File: src/rtl/sap_pkg.sv
`default_nettype none
// +------------------------------------------------------------------+
// | sap_pkg : opcodes, control-word bit map and T-state encoding     |
// | Rev 1.0                                                          |
// +------------------------------------------------------------------+
package sap_pkg;

   localparam int CW_WIDTH = 16;

   localparam logic [3:0] OP_NOP = 4'h0;
   localparam logic [3:0] OP_LDA = 4'h1;
   localparam logic [3:0] OP_ADD = 4'h2;
   localparam logic [3:0] OP_SUB = 4'h3;
   localparam logic [3:0] OP_STA = 4'h4;
   localparam logic [3:0] OP_LDI = 4'h5;
   localparam logic [3:0] OP_JMP = 4'h6;
   localparam logic [3:0] OP_JC  = 4'h7;
   localparam logic [3:0] OP_JZ  = 4'h8;
   localparam logic [3:0] OP_OUT = 4'hE;
   localparam logic [3:0] OP_HLT = 4'hF;

   localparam int CW_HLT_BIT = 15;
   localparam int CW_MI_BIT  = 14;
   localparam int CW_RI_BIT  = 13;
   localparam int CW_RO_BIT  = 12;
   localparam int CW_IO_BIT  = 11;
   localparam int CW_II_BIT  = 10;
   localparam int CW_AI_BIT  = 9;
   localparam int CW_AO_BIT  = 8;
   localparam int CW_EO_BIT  = 7;
   localparam int CW_SU_BIT  = 6;
   localparam int CW_BI_BIT  = 5;
   localparam int CW_OI_BIT  = 4;
   localparam int CW_CE_BIT  = 3;
   localparam int CW_CO_BIT  = 2;
   localparam int CW_J_BIT   = 1;
   localparam int CW_FI_BIT  = 0;

   function automatic logic [CW_WIDTH-1:0] cw_bit(input int idx);
      return CW_WIDTH'(1) << idx;
   endfunction

   localparam logic [CW_WIDTH-1:0] CW_NONE    = '0;
   localparam logic [CW_WIDTH-1:0] CW_FETCH1  = cw_bit(CW_CO_BIT) | cw_bit(CW_MI_BIT);
   localparam logic [CW_WIDTH-1:0] CW_FETCH2  = cw_bit(CW_RO_BIT) | cw_bit(CW_II_BIT) | cw_bit(CW_CE_BIT);
   localparam logic [CW_WIDTH-1:0] CW_IR_ADDR = cw_bit(CW_IO_BIT) | cw_bit(CW_MI_BIT);
   localparam logic [CW_WIDTH-1:0] CW_LOAD_A  = cw_bit(CW_RO_BIT) | cw_bit(CW_AI_BIT);
   localparam logic [CW_WIDTH-1:0] CW_LOAD_B  = cw_bit(CW_RO_BIT) | cw_bit(CW_BI_BIT);
   localparam logic [CW_WIDTH-1:0] CW_ADD     = cw_bit(CW_EO_BIT) | cw_bit(CW_AI_BIT) | cw_bit(CW_FI_BIT);
   localparam logic [CW_WIDTH-1:0] CW_SUB     = CW_ADD | cw_bit(CW_SU_BIT);
   localparam logic [CW_WIDTH-1:0] CW_STORE_A = cw_bit(CW_AO_BIT) | cw_bit(CW_RI_BIT);
   localparam logic [CW_WIDTH-1:0] CW_LDI     = cw_bit(CW_IO_BIT) | cw_bit(CW_AI_BIT);
   localparam logic [CW_WIDTH-1:0] CW_JUMP    = cw_bit(CW_IO_BIT) | cw_bit(CW_J_BIT);
   localparam logic [CW_WIDTH-1:0] CW_OUT     = cw_bit(CW_AO_BIT) | cw_bit(CW_OI_BIT);
   localparam logic [CW_WIDTH-1:0] CW_HALT    = cw_bit(CW_HLT_BIT);

   typedef enum logic [2:0] {
      T1 = 3'd1,
      T2 = 3'd2,
      T3 = 3'd3,
      T4 = 3'd4,
      T5 = 3'd5
   } tstate_t;

endpackage
`default_nettype wire

File: src/rtl/sap_microcode_rom.sv
`default_nettype none
// +------------------------------------------------------------------+
// | sap_microcode_rom : (T-state, opcode, flags) -> raw control word |
// | Rev 1.0                                                          |
// +------------------------------------------------------------------+
module sap_microcode_rom
   import sap_pkg::*;
(
   input  tstate_t              i_tstate,
   input  logic [3:0]           i_opcode,
   input  logic                 i_flag_c,
   input  logic                 i_flag_z,
   output logic [CW_WIDTH-1:0]  o_word,
   output logic                 o_last_step
);

   always_comb begin
      o_word      = CW_NONE;
      o_last_step = 1'b0;
      case (i_tstate)
         T1: o_word = CW_FETCH1;
         T2: o_word = CW_FETCH2;
         T3: begin
            // single-step opcodes (and undefined ones) finish here
            o_last_step = 1'b1;
            case (i_opcode)
               OP_LDA, OP_STA, OP_ADD, OP_SUB: begin
                  o_word      = CW_IR_ADDR;
                  o_last_step = 1'b0;
               end
               OP_LDI: o_word = CW_LDI;
               OP_JMP: o_word = CW_JUMP;
               OP_JC:  o_word = i_flag_c ? CW_JUMP : CW_NONE;
               OP_JZ:  o_word = i_flag_z ? CW_JUMP : CW_NONE;
               OP_OUT: o_word = CW_OUT;
               OP_HLT: o_word = CW_HALT;
               default: o_word = CW_NONE;
            endcase
         end
         T4: begin
            case (i_opcode)
               OP_LDA: begin
                  o_word      = CW_LOAD_A;
                  o_last_step = 1'b1;
               end
               OP_STA: begin
                  o_word      = CW_STORE_A;
                  o_last_step = 1'b1;
               end
               OP_ADD, OP_SUB: o_word = CW_LOAD_B;
               default: o_word = CW_NONE;
            endcase
         end
         T5: begin
            o_last_step = 1'b1;
            case (i_opcode)
               OP_ADD:  o_word = CW_ADD;
               OP_SUB:  o_word = CW_SUB;
               default: o_word = CW_NONE;
            endcase
         end
         default: o_word = CW_NONE;
      endcase
   end

endmodule
`default_nettype wire

File: src/rtl/sap_control_sequencer.sv
`default_nettype none
// +------------------------------------------------------------------+
// | sap_control_sequencer : T-state counter, flags, halt, ctrl word  |
// | Rev 1.0                                                          |
// +------------------------------------------------------------------+
module sap_control_sequencer
   import sap_pkg::*;
#(
   parameter bit EARLY_END = 1'b1,
   parameter int CW_W      = 16
)(
   input  logic            clk,
   input  logic            rst,
   input  logic            i_run,
   input  logic [7:0]      i_instr,
   input  logic            i_alu_carry,
   input  logic            i_alu_zero,
   output logic [CW_W-1:0] o_ctrl,
   output logic [2:0]      o_tstate,
   output logic            o_flag_c,
   output logic            o_flag_z,
   output logic            o_halted
);

   tstate_t               r_tstate;
   tstate_t               w_tstate_nxt;
   logic                  r_flag_c;
   logic                  r_flag_z;
   logic                  r_halted;
   logic [3:0]            w_opcode;
   logic [CW_WIDTH-1:0]   w_raw;
   logic [CW_WIDTH-1:0]   w_ctrl;
   logic                  w_last;
   logic                  w_advance;
   logic                  w_halt_now;
   logic                  w_unused_operand;

   assign w_opcode         = i_instr[7:4];
   assign w_unused_operand = ^i_instr[3:0];

   sap_microcode_rom u_rom (
      .i_tstate    (r_tstate),
      .i_opcode    (w_opcode),
      .i_flag_c    (r_flag_c),
      .i_flag_z    (r_flag_z),
      .o_word      (w_raw),
      .o_last_step (w_last)
   );

   assign w_advance  = i_run & ~r_halted;
   assign w_halt_now = (r_tstate == T3) && (w_opcode == OP_HLT);
   // halted wins over run so the HLT line stays asserted while frozen
   assign w_ctrl     = r_halted ? CW_HALT : (i_run ? w_raw : CW_NONE);

   always_comb begin
      w_tstate_nxt = r_tstate;
      if (w_advance) begin
         if (w_halt_now) begin
            w_tstate_nxt = r_tstate;
         end else if (EARLY_END && w_last) begin
            w_tstate_nxt = T1;
         end else begin
            case (r_tstate)
               T1:      w_tstate_nxt = T2;
               T2:      w_tstate_nxt = T3;
               T3:      w_tstate_nxt = T4;
               T4:      w_tstate_nxt = T5;
               default: w_tstate_nxt = T1;
            endcase
         end
      end
   end

   always_ff @(posedge clk or posedge rst) begin
      if (rst) begin
         r_tstate <= T1;
      end else begin
         r_tstate <= w_tstate_nxt;
      end
   end

   always_ff @(posedge clk or posedge rst) begin
      if (rst) begin
         r_flag_c <= 1'b0;
         r_flag_z <= 1'b0;
         r_halted <= 1'b0;
      end else begin
         if (w_ctrl[CW_FI_BIT]) begin
            r_flag_c <= i_alu_carry;
            r_flag_z <= i_alu_zero;
         end
         if (w_advance && w_halt_now) begin
            r_halted <= 1'b1;
         end
      end
   end

   assign o_ctrl   = w_ctrl;
   assign o_tstate = r_tstate;
   assign o_flag_c = r_flag_c;
   assign o_flag_z = r_flag_z;
   assign o_halted = r_halted;

endmodule
`default_nettype wire

File: config.mk
export PLATFORM = sky130hd
export DESIGN_NAME = sap_control_sequencer
export DESIGN_NICKNAME = d
export VERILOG_FILES = /design/src/rtl/sap_pkg.sv /design/src/rtl/sap_microcode_rom.sv /design/src/rtl/sap_control_sequencer.sv
export SDC_FILE = /design/constraint.sdc
export NUM_CORES = 1
export LEC_CHECK = 0
export BUFFER_PORTS_ARGS = -buffer_cell sky130_fd_sc_hd__buf_2
export CAP_MARGIN = 10
export CORE_MARGIN = 4
export CORE_UTILIZATION = 36
export DETAILED_ROUTE_END_ITERATION = 8
export HOLD_SLACK_MARGIN = 0.02
export PLACE_DENSITY_LB_ADDON = 0.12
export SYNTH_ARGS = -nofsm -noshare
export SYNTH_HDL_FRONTEND = slang
export SYNTH_SLANG_ARGS = --single-unit
File: constraint.sdc
create_clock -name clk -period 1.4 [get_ports clk]
set_input_delay 0.07 -clock clk [delete_from_list [all_inputs] [get_ports clk]]
set_output_delay 0.07 -clock clk [all_outputs]
set_load 0.03 [all_outputs]
==> qor.yml, run 1 <==
setup_path:
  end_kind: "primary output"
  path_buf_inv: 1
  start_kind: "register"
  cp_slowest_cell: "or4_4"
  reg2reg_depth: 6
  rr_endpoint: "o_flag_c"
  cp_cell_sequence: "or3b_4 -> or4_4 -> o31ai_4 -> buf_6"
  worstPathArrival_ps: 1740
  reg2reg_slack_ps: -210
  reg2reg_from: "o_tstate[1]"
  slowest_delay_ps: 460
  path_max_fanout: 3
  cp_top_family: "simple AND/OR/NAND/NOR gates"
  worstPathRequired_ps: 1330
  critPathKind: "reg -> out"
floorplan:
  start_util: 0.3783
  core_mm2: 0.001727
  die_y_um: 50.60
  dieArea_mm2: 0.002560
  ios: 35
  rows: 15
  die_w_um: 50.60
placed_design:
  portBuffers: 30
  gp_congestion: 0.7992
  pre_cts_ws_ps: -190.2
  hpwl_um: 1621
  dp_cells: 140
synthesis:
  yosysTopAreaCell: "dfrtp_1"
  syn_area_um2: 653.1
  synth-seq-cells: 6
  syn_nets: 91
  yosysUniqueCellTypes: 41
  netlist_top_cells_area: "dfrtp_1 (19%), a211oi_1 (4.6%), buf_4 (4.6%)"
  synth_edf_count: 0
  synth_ff_type: "dfrtp_1"
  synth-seq-area-share: 0.2318
  syn_inst: 78
  async_flop_share: 1.000
  synth_top_area_share: 0.1916
  syn_avg_cell_area_um2: 8.373
  yosysWarnings: 0
timing:
  fin_crit_sh: 1.292
  rsz0062_at_grt: "true"
  fin_crit_ps: 1809
  worstMarginPinSlew_ps: 344.6
  slew_headroom: 0.7682
  fin_skew_ps: 8.290
  worst_slack_ps: -409.4
  fmax_ghz: 0.5527
  hold_viol: 0
  setup_viol: 18
  finalMaxSlewViolations: 0
finish:
  drive_gt1_frac: 0.7068
  finalNonFillerCells: 158
  syn_to_final_growth_pct: 97.32
  mostFrequentLayoutCells: "buf_4 (24), buf_6 (19), buf_2 (14), nand2_1 (4)"
  diodes: 0
  nets: 147
  final_common_cell: "buf_4"
cts:
  cts.sinks: 6
  cts_buffers: 3
  cts.path.max_buffers: 2
  cts_tree: "yes"
  clockRootBuffer: "clkbuf_4"
  clock_latency_ps: 250
  cts.clk_slew.worst_paths_ps: 60
  htreeDepth: 1
run_status:
  violations: "setup timing"
  outcome: "finished with violations"
min_path:
  hold_class: "in -> reg"
  min_from: "i_alu_zero"
  hold_depth: 2
  holdPathEnd: "o_flag_z"
grt:
  grt_pass1_wl_um: 3512
  overflow: 0
  grt_pass1_vias: 750
  grt-busiest-layer: "met2"
  grtUsageMet3: 0.02374
  grt_usage: 0.1769
  grt_util_met2: 0.3196
  antenna_found_initial: 0
  grt.met1_usage: 0.2252
  grt_start_max_net_pins: 14
drt:
  avgViaCountPerCell: 5.209
  drtIter0Drc: 19
  drt-total-wl_um: 2369
  vias: 823
  dr.pass1.iters: 4
  postRouteAntennaNets: 0
  drc: 0
  wl_per_cell_um: 14.99
power_and_ir_drop:
  leakagePower_nw: 0.5871
  p_per_area_mw_per_mm2: 1656
  ir_drop_mv: 1.178
flow_run:
  drv_cap: 0
## cell type report
cell class	count	area (um2)
clock buffer	4	26.28
fill	133	437.9
inverter	5	22.52
multi-input combinational	59	565.5
sequential	6	153.9
tap	25	31.28
timing repair buffer	59	489.2
## how the worst max path moves through the flow
stage	startpoint	endpoint	slack (ps)	cells after the start
final	o_halted	o_ctrl[8]	-410	4
after global routing	o_tstate[1]	o_ctrl[12]	-470	6
after CTS	o_tstate[0]	o_ctrl[8]	-390	4
after detailed placement	o_tstate[0]	o_ctrl[8]	-190	4
after global placement	o_tstate[0]	o_ctrl[8]	-180	4
after floorplan	o_tstate[0]	o_ctrl[11]	-250	4
## logic make-up after synthesis
kind of cell              after synthesis  synth area share
DFF                                     6            0.2318
xor gates and xnor gates                1           0.01341
and+or+nand+nor                        32            0.3391
muxes                                   2           0.03448
AOI/OAI and AO/OA                      24            0.2778
buffers and inverters                  13            0.1034
## synthesized netlist by cell type (3+ instances only)
library cell and count:
nand2_1 4, buf_2 3, a211oi_1 4, dfrtp_1 5, buf_4 4, nor2_1 6, a21oi_1 4, inv_1 5
## flip-flops by register name, summed over array words and instances, names as in the netlist
signal,count
o_tstate,3
o_flag_z,1
o_halted,1
o_flag_c,1
## metrics by stage
stage | TNS [ps] | util | hold slack [ps] | total power [mW] | instance area, um2
5_1_grt | -5742 | 0.7464 | 54.10 | 2.244 | 1289
2_1_floorplan | -2089 | - | -139.9 | 1.115 | 753.2
6_report | -4454 | 0.7464 | 49.97 | 2.134 | 1289
4_1_cts | -4351 | 0.6659 | 46.62 | 1.818 | 1150
3_3_place_gp | -884.8 | 0.5703 | -18.09 | 1.493 | 984.7
3_5_place_dp | -958.4 | 0.5703 | -7.999 | 1.500 | 984.7
## where the power goes
| group | switching, mW | internal (mW) |
|---|---|---|
| Clock | 0.0741 | 0.109 |
| Sequential | 0.0671 | 0.259 |
| Combinational | 0.827 | 0.798 |
## layer usage
| metal | wire length, um | share of wire | vias up |
|---|---|---|---|
| met5 | 0 | 0 | - |
| met4 | 15 | 0.0063 | 0 |
| met3 | 112 | 0.047 | 2 |
| met2 | 1184 | 0.50 | 26 |
| met1 | 1056 | 0.45 | 396 |
| li1 | - | - | 399 |
## what timing repair did
action | in CTS | in global routing
setup endpoints to repair | 18 | 19
endpoints found under the hold margin | 6 | 0
cloned | 0 | 0
hold buffers | 1 | 0
resized for setup | 28 | 17
setup buffers | 5 | 9
pin swaps | 3 | 11
(Power assumes the default switching activity.)
==> run 2, diff against run 1 <==
--- a/config.mk
+++ b/config.mk
@@ -8,7 +8,8 @@
 export BUFFER_PORTS_ARGS = -buffer_cell sky130_fd_sc_hd__buf_2
 export CAP_MARGIN = 10
 export CORE_MARGIN = 4
-export CORE_UTILIZATION = 36
+export CORE_UTILIZATION = 25
+export CTS_CLUSTER_DIAMETER = 50
 export DETAILED_ROUTE_END_ITERATION = 8
 export HOLD_SLACK_MARGIN = 0.02
 export PLACE_DENSITY_LB_ADDON = 0.12
==> run 2 against run 1 <==
Design area increased by 1.6%. Flip-flop and latch count stayed put. Highest routed layer unchanged. Combinational power is essentially flat. Critical path depth stayed put. Sequential share of layout area shrank 0.18 points. Clock skew down 4.0 ps. The run still ends with setup timing left. Core utilization shrank 22 points. Die area is 36% higher. Largest power group unchanged. Critical endpoint unchanged.
==> qor.yml, run 2 (synthesized netlist as in run 1, its figures left out) <==
run_status:
  outcome: "finished with violations"
  violations: "setup timing"
setup_path:
  critical_path_depth: 4
  cp_cell_sequence: "or3b_4 -> or4_4 -> o31ai_4 -> buf_6"
  path_buf_inv: 1
  path_max_fanout: 4
  slowest_delay_ps: 460
  critPathKind: "reg -> out"
  worstPathArrival_ps: 1710
  reg2reg_depth: 6
  cp_top_family: "simple AND/OR/NAND/NOR gates"
  start_kind: "register"
  end_kind: "primary output"
  cp_slowest_cell: "or4_4"
  worstPathRequired_ps: 1330
cts:
  cts.path.max_buffers: 2
  htreeDepth: 1
  cts_tree: "yes"
  cts.clk_slew.worst_paths_ps: 50
  cts_buffers: 3
  clock_latency_ps: 240
  clockRootBuffer: "clkbuf_4"
  cts.sinks: 6
power_and_ir_drop:
  p_per_area_mw_per_mm2: 1606
  ir_drop_mv: 1.128
  leakagePower_nw: 0.5868
grt:
  overflow: 0
  antenna_found_initial: 0
  grt_start_max_net_pins: 14
  grt_usage: 0.1388
  grt_pass1_vias: 764
  grt_pass1_wl_um: 3677
drt:
  vias: 804
  drt-total-wl_um: 2279
  avgViaCountPerCell: 4.963
  drtIter0Drc: 15
  postRouteAntennaNets: 0
  drc: 0
  dr.pass1.iters: 4
  wl_per_cell_um: 14.07
finish:
  fin_area_mm2: 0.001309
  final_common_cell: "buf_6"
  finalNonFillerCells: 162
  largest_register_ffs: 3
  mostFrequentLayoutCells: "buf_6 (24), buf_4 (20), buf_2 (13)"
  fill_cells: 244
  diodes: 0
  nets: 146
  drive_gt1_frac: 0.7273
  syn_to_final_growth_pct: 100.4
floorplan:
  ios: 35
  die_y_um: 59.11
  start_util: 0.2636
  dieArea_mm2: 0.003494
  die_w_um: 59.11
  rows: 18
  core_mm2: 0.002477
placed_design:
  gp_congestion: 0.7510
  pre_cts_ws_ps: -189.8
  portBuffers: 30
  placed_area_um2: 991.0
  hpwl_um: 1658
  dp_cells: 145
timing:
  worst_slack_ps: -383.3
  setup_viol: 19
  worstMarginPinSlew_ps: 365.2
  slew_headroom: 0.7543
  fin_skew_ps: 4.337
  fmax_ghz: 0.5608
  hold_viol: 0
  timing.hold.ws_ps: 57.11
  finalMaxSlewViolations: 0
  fin_crit_sh: 1.274
  rsz0062_at_grt: "true"
  fin_crit_ps: 1783
flow_run:
  drv_cap: 0
min_path:
  hold_class: "in -> reg"
  hold_depth: 2
run 2: changes by cell type in the layout (fill, tap and decap cells not counted), sizes merged:
cell / change
buf: -1
run 2: metrics by stage:
| stage | TNS [ps] | power (mW) | utilization |
|---|---|---|---|
| 6_report | -4200 | 2.103 | 0.5283 |
| 3_3_place_gp | -925.6 | 1.487 | 0.4000 |
| 5_1_grt | -5599 | 2.232 | 0.5283 |
| 4_1_cts | -3863 | 2.067 | 0.5131 |
| 2_1_floorplan | -2089 | 1.115 | - |
| 3_5_place_dp | -1103 | 1.488 | 0.4000 |
run 2: per-layer routing:
metal / part of all wire / GRT usage / up-vias
met5: 0 / 0 / -
met1: 0.44 / 0.1830 / 376
met2: 0.49 / 0.2208 / 31
met4: 0.0039 / 0.03883 / 0
li1: - / - / 395
met3: 0.066 / 0.03922 / 2
run 2: worst paths after layout:
check,start,to,slack (ps)
setup / recovery,o_halted,o_ctrl[8],-380
hold / removal,i_alu_carry,o_flag_c,60
setup reg to reg,o_tstate[1],o_flag_c,-230
hold reg to reg,o_flag_z,o_flag_z,530
max in group asynchronous,rst,o_tstate[0],870
min in group asynchronous,rst,o_flag_z,270
run 2: layout make-up:
cell class / count / area [um2] / area share
multi-input combinational: 59 / 573.1 / 0.4379
timing repair buffer: 58 / 495.5 / 0.3786
sequential: 6 / 153.9 / 0.1176
tap: 30 / 37.54 / 0.02868
clock buffer: 4 / 26.28 / 0.02008
inverter: 5 / 22.52 / 0.01721
run 2: what timing repair did:
item | CTS | global route
hold buffers | 1 | 0
endpoints found under the hold margin | 6 | 0
setup endpoints to repair | 19 | 21
pin swaps | 9 | 8
buffers inserted | 11 | 5
gates resized for setup | 45 | 10
run 2: report_power, final:
group	switching [mW]	total, mW	internal [mW]
sequential	0.0563	0.315	0.259
clock	0.0623	0.170	0.108
combinational	0.824	1.62	0.794
total	0.942	2.10	1.16
==> run 3, diff against run 2 <==
--- a/config.mk
+++ b/config.mk
@@ -5,6 +5,7 @@
 export SDC_FILE = /design/constraint.sdc
 export NUM_CORES = 1
 export LEC_CHECK = 0
+export ABC_AREA = 1
 export BUFFER_PORTS_ARGS = -buffer_cell sky130_fd_sc_hd__buf_2
 export CAP_MARGIN = 10
 export CORE_MARGIN = 4
@@ -13,6 +14,7 @@
 export DETAILED_ROUTE_END_ITERATION = 8
 export HOLD_SLACK_MARGIN = 0.02
 export PLACE_DENSITY_LB_ADDON = 0.12
+export SKIP_CTS_REPAIR_TIMING = 1
 export SYNTH_ARGS = -nofsm -noshare
 export SYNTH_HDL_FRONTEND = slang
 export SYNTH_SLANG_ARGS = --single-unit
==> run 3 against run 2 <==
The flow still finishes with violations (setup timing). Sequential power shrank 43%. Clock power is essentially flat. Flip-flop and latch count is the same. Synthesized area shrank 0.19%. Register-to-register slack gained 230 ps. Die area shrank 0.15%. Critical path depth grew 2. Total power shrank 79%. Non-clock buffer count shrank 14. Design area shrank 13%. Clock skew grew 11 ps.
==> qor.yml, run 3 <==
run_status:
  outcome: "finished with violations"
  violations: "setup timing"
finish:
  drive_gt1_frac: 0.5556
  nets: 167
  syn_to_final_growth_pct: 75.62
  final_core_util: 0.4621
  diodes: 0
  finalNonFillerCells: 183
  fin_area_mm2: 0.001145
  final_common_cell: "nand2_1"
  largest_register_ffs: 3
  mostFrequentLayoutCells: "nand2_1 (24), buf_2 (17), buf_6 (13), buf_4 (13)"
floorplan:
  dieArea_mm2: 0.003489
  die_y_um: 59.07
  core_mm2: 0.002477
  die_w_um: 59.07
  start_util: 0.2631
  ios: 35
  rows: 18
grt:
  grt_usage: 0.1116
  grt_start_max_net_pins: 9
  grt_pass1_wl_um: 3001
  overflow: 0
  antenna_found_initial: 0
  grt_pass1_vias: 714
drt:
  met1_length_um: 848
  drc: 0
  dr_wl_met2_um: 928
  dr.max_layer_used: "met4"
  vias: 825
  postRouteAntennaNets: 0
  drt-total-wl_um: 1917
  avgViaCountPerCell: 4.508
  drtIter0Drc: 19
  wl_met3_um: 117
  dr.pass1.iters: 4
  wl_per_cell_um: 10.48
power_and_ir_drop:
  p_per_area_mw_per_mm2: 388.7
  intPower_uw: 315.6
  p_sw_uw: 129.4
  p_seq_frac: 0.406
  p_sw_frac: 0.2908
  p_total_uw: 445.0
  combPwrFrac: 0.208
  ir_drop_mv: 0.3893
  pwr-share-clk: 0.386
  leakagePower_nw: 0.5683
cts:
  cts.path.max_buffers: 2
  clockRootBuffer: "clkbuf_4"
  cts_buffers: 3
  clock_latency_ps: 250
  cts.sinks: 6
  htreeDepth: 1
  cts_tree: "yes"
  cts.clk_slew.worst_paths_ps: 40
setup_path:
  worstPathArrival_ps: 1550
  cp_slowest_cell: "dfstp_2"
  cp_cell_sequence: "nand2_2 -> nor2_4 -> buf_4 -> nand2_2 -> o21ai_2 -> buf_6"
  cp_top_family: "flip-flops"
  critPathKind: "reg -> out"
  reg2reg_from: "o_tstate[0]"
  startpoint: "o_tstate[0]"
  path_max_fanout: 4
  end_kind: "primary output"
  slowest_delay_ps: 570
  crit_top_cell: "nand2_2"
  start_kind: "register"
  path_buf_inv: 2
  worstPathRequired_ps: 1330
synthesis:
  yosysTopAreaCell: "dfrtp_1"
  synth_edf_count: 0
  synth-seq-area-share: 0.2322
  syn_inst: 107
  yosys-top-cells-count: "nand2_1 (26), nor2_1 (17), inv_1 (13), nand3_1 (13), nand2_2 (7)"
  async_flop_share: 1.000
  syn_avg_cell_area_um2: 6.092
  synth_ff_type: "dfrtp_1"
  yosysMostFrequentCell: "nand2_1"
  syn_area_um2: 651.9
  synth-seq-cells: 6
  netlist_top_cells_area: "dfrtp_1 (19%), nand2_1 (15%), nand3_1 (10%)"
  yosysUniqueCellTypes: 20
  syn_nets: 120
  yosysWarnings: 0
  synth_top_area_share: 0.1919
timing:
  rsz0062_at_grt: "true"
  setup_viol: 13
  finalMaxSlewViolations: 0
  slew_headroom: 0.7115
  hold_viol: 0
  fmax_ghz: 0.6189
  worst_slack_ps: -215.7
  worstMarginPinSlew_ps: 428.2
  fin_crit_sh: 1.154
  fin_crit_ps: 1616
  fin_skew_ps: 15.49
placed_design:
  portBuffers: 30
  gp_congestion: 0.8445
  placed_area_um2: 920.9
  hpwl_um: 1566
  pre_cts_ws_ps: -17.55
  dp_cells: 172
min_path:
  min_from: "i_alu_zero"
  hold_class: "in -> reg"
flow_run:
  drv_cap: 0
==> run 3: area by class of cell <==
type                            instances  area, um2
Sequential cell                         6      153.9
Clock buffer                            4      26.28
Timing Repair Buffer                   44      339.1
Multi-Input combinational cell         83      525.5
Tap cell                               30      37.54
Fill cell                             275       1333
Inverter                               16      62.56
==> run 3: routing by layer <==
metal | global-route usage | up-vias
met5 | 0 | -
met4 | 0.04854 | 0
met3 | 0.01961 | 4
met2 | 0.1767 | 21
met1 | 0.1480 | 371
li1 | - | 429
==> run 3: power groups by stage <==
| stage | clock network, mW | registers (mW) | logic, mW |
|---|---|---|---|
| after floorplan | 0 | 0.189 | 0.0436 |
| after global placement | 0 | 0.184 | 0.0828 |
| after detailed placement | 0 | 0.184 | 0.0823 |
| after CTS | 0.180 | 0.182 | 0.0825 |
| after global routing | 0.189 | 0.181 | 0.103 |
| final | 0.172 | 0.181 | 0.0926 |
==> run 3: metrics by stage <==
step	TNS, ps	hold slack (ps)
after global placement	-5.924	-10.93
final	-1366	30.00
after floorplan	-205.7	-139.9
after global routing	-2605	31.59
after detailed placement	-35.10	-7.842
after CTS	-2520	-279.0
==> run 3: kinds of logic (layout without fill, tap and decap cells) <==
kind of cell / after synthesis / after routing / share of synthesized area
DFF: 6 / 6 / 0.2323
and+or+nand+nor: 76 / 76 / 0.5739
AOI/OAI and AO/OA: 7 / 7 / 0.07678
buffers and inverters: 18 / 64 / 0.1171
==> run 3: final timing paths <==
path | end | slack [ps] | cells past startpoint
min reg2reg | o_flag_c | 520 | 2
min | o_flag_z | 30 | 3
max reg2reg | o_tstate[2] | 0 | 8
min in group asynchronous | o_halted | 260 | 3
max in group asynchronous | o_tstate[0] | 870 | 3
max | o_ctrl[15] | -220 | 6
==> run 3: worst min-delay path, stage by stage <==
cell and delay [ps]:
buf_2 70, nand2_1 40, nand2_1 40
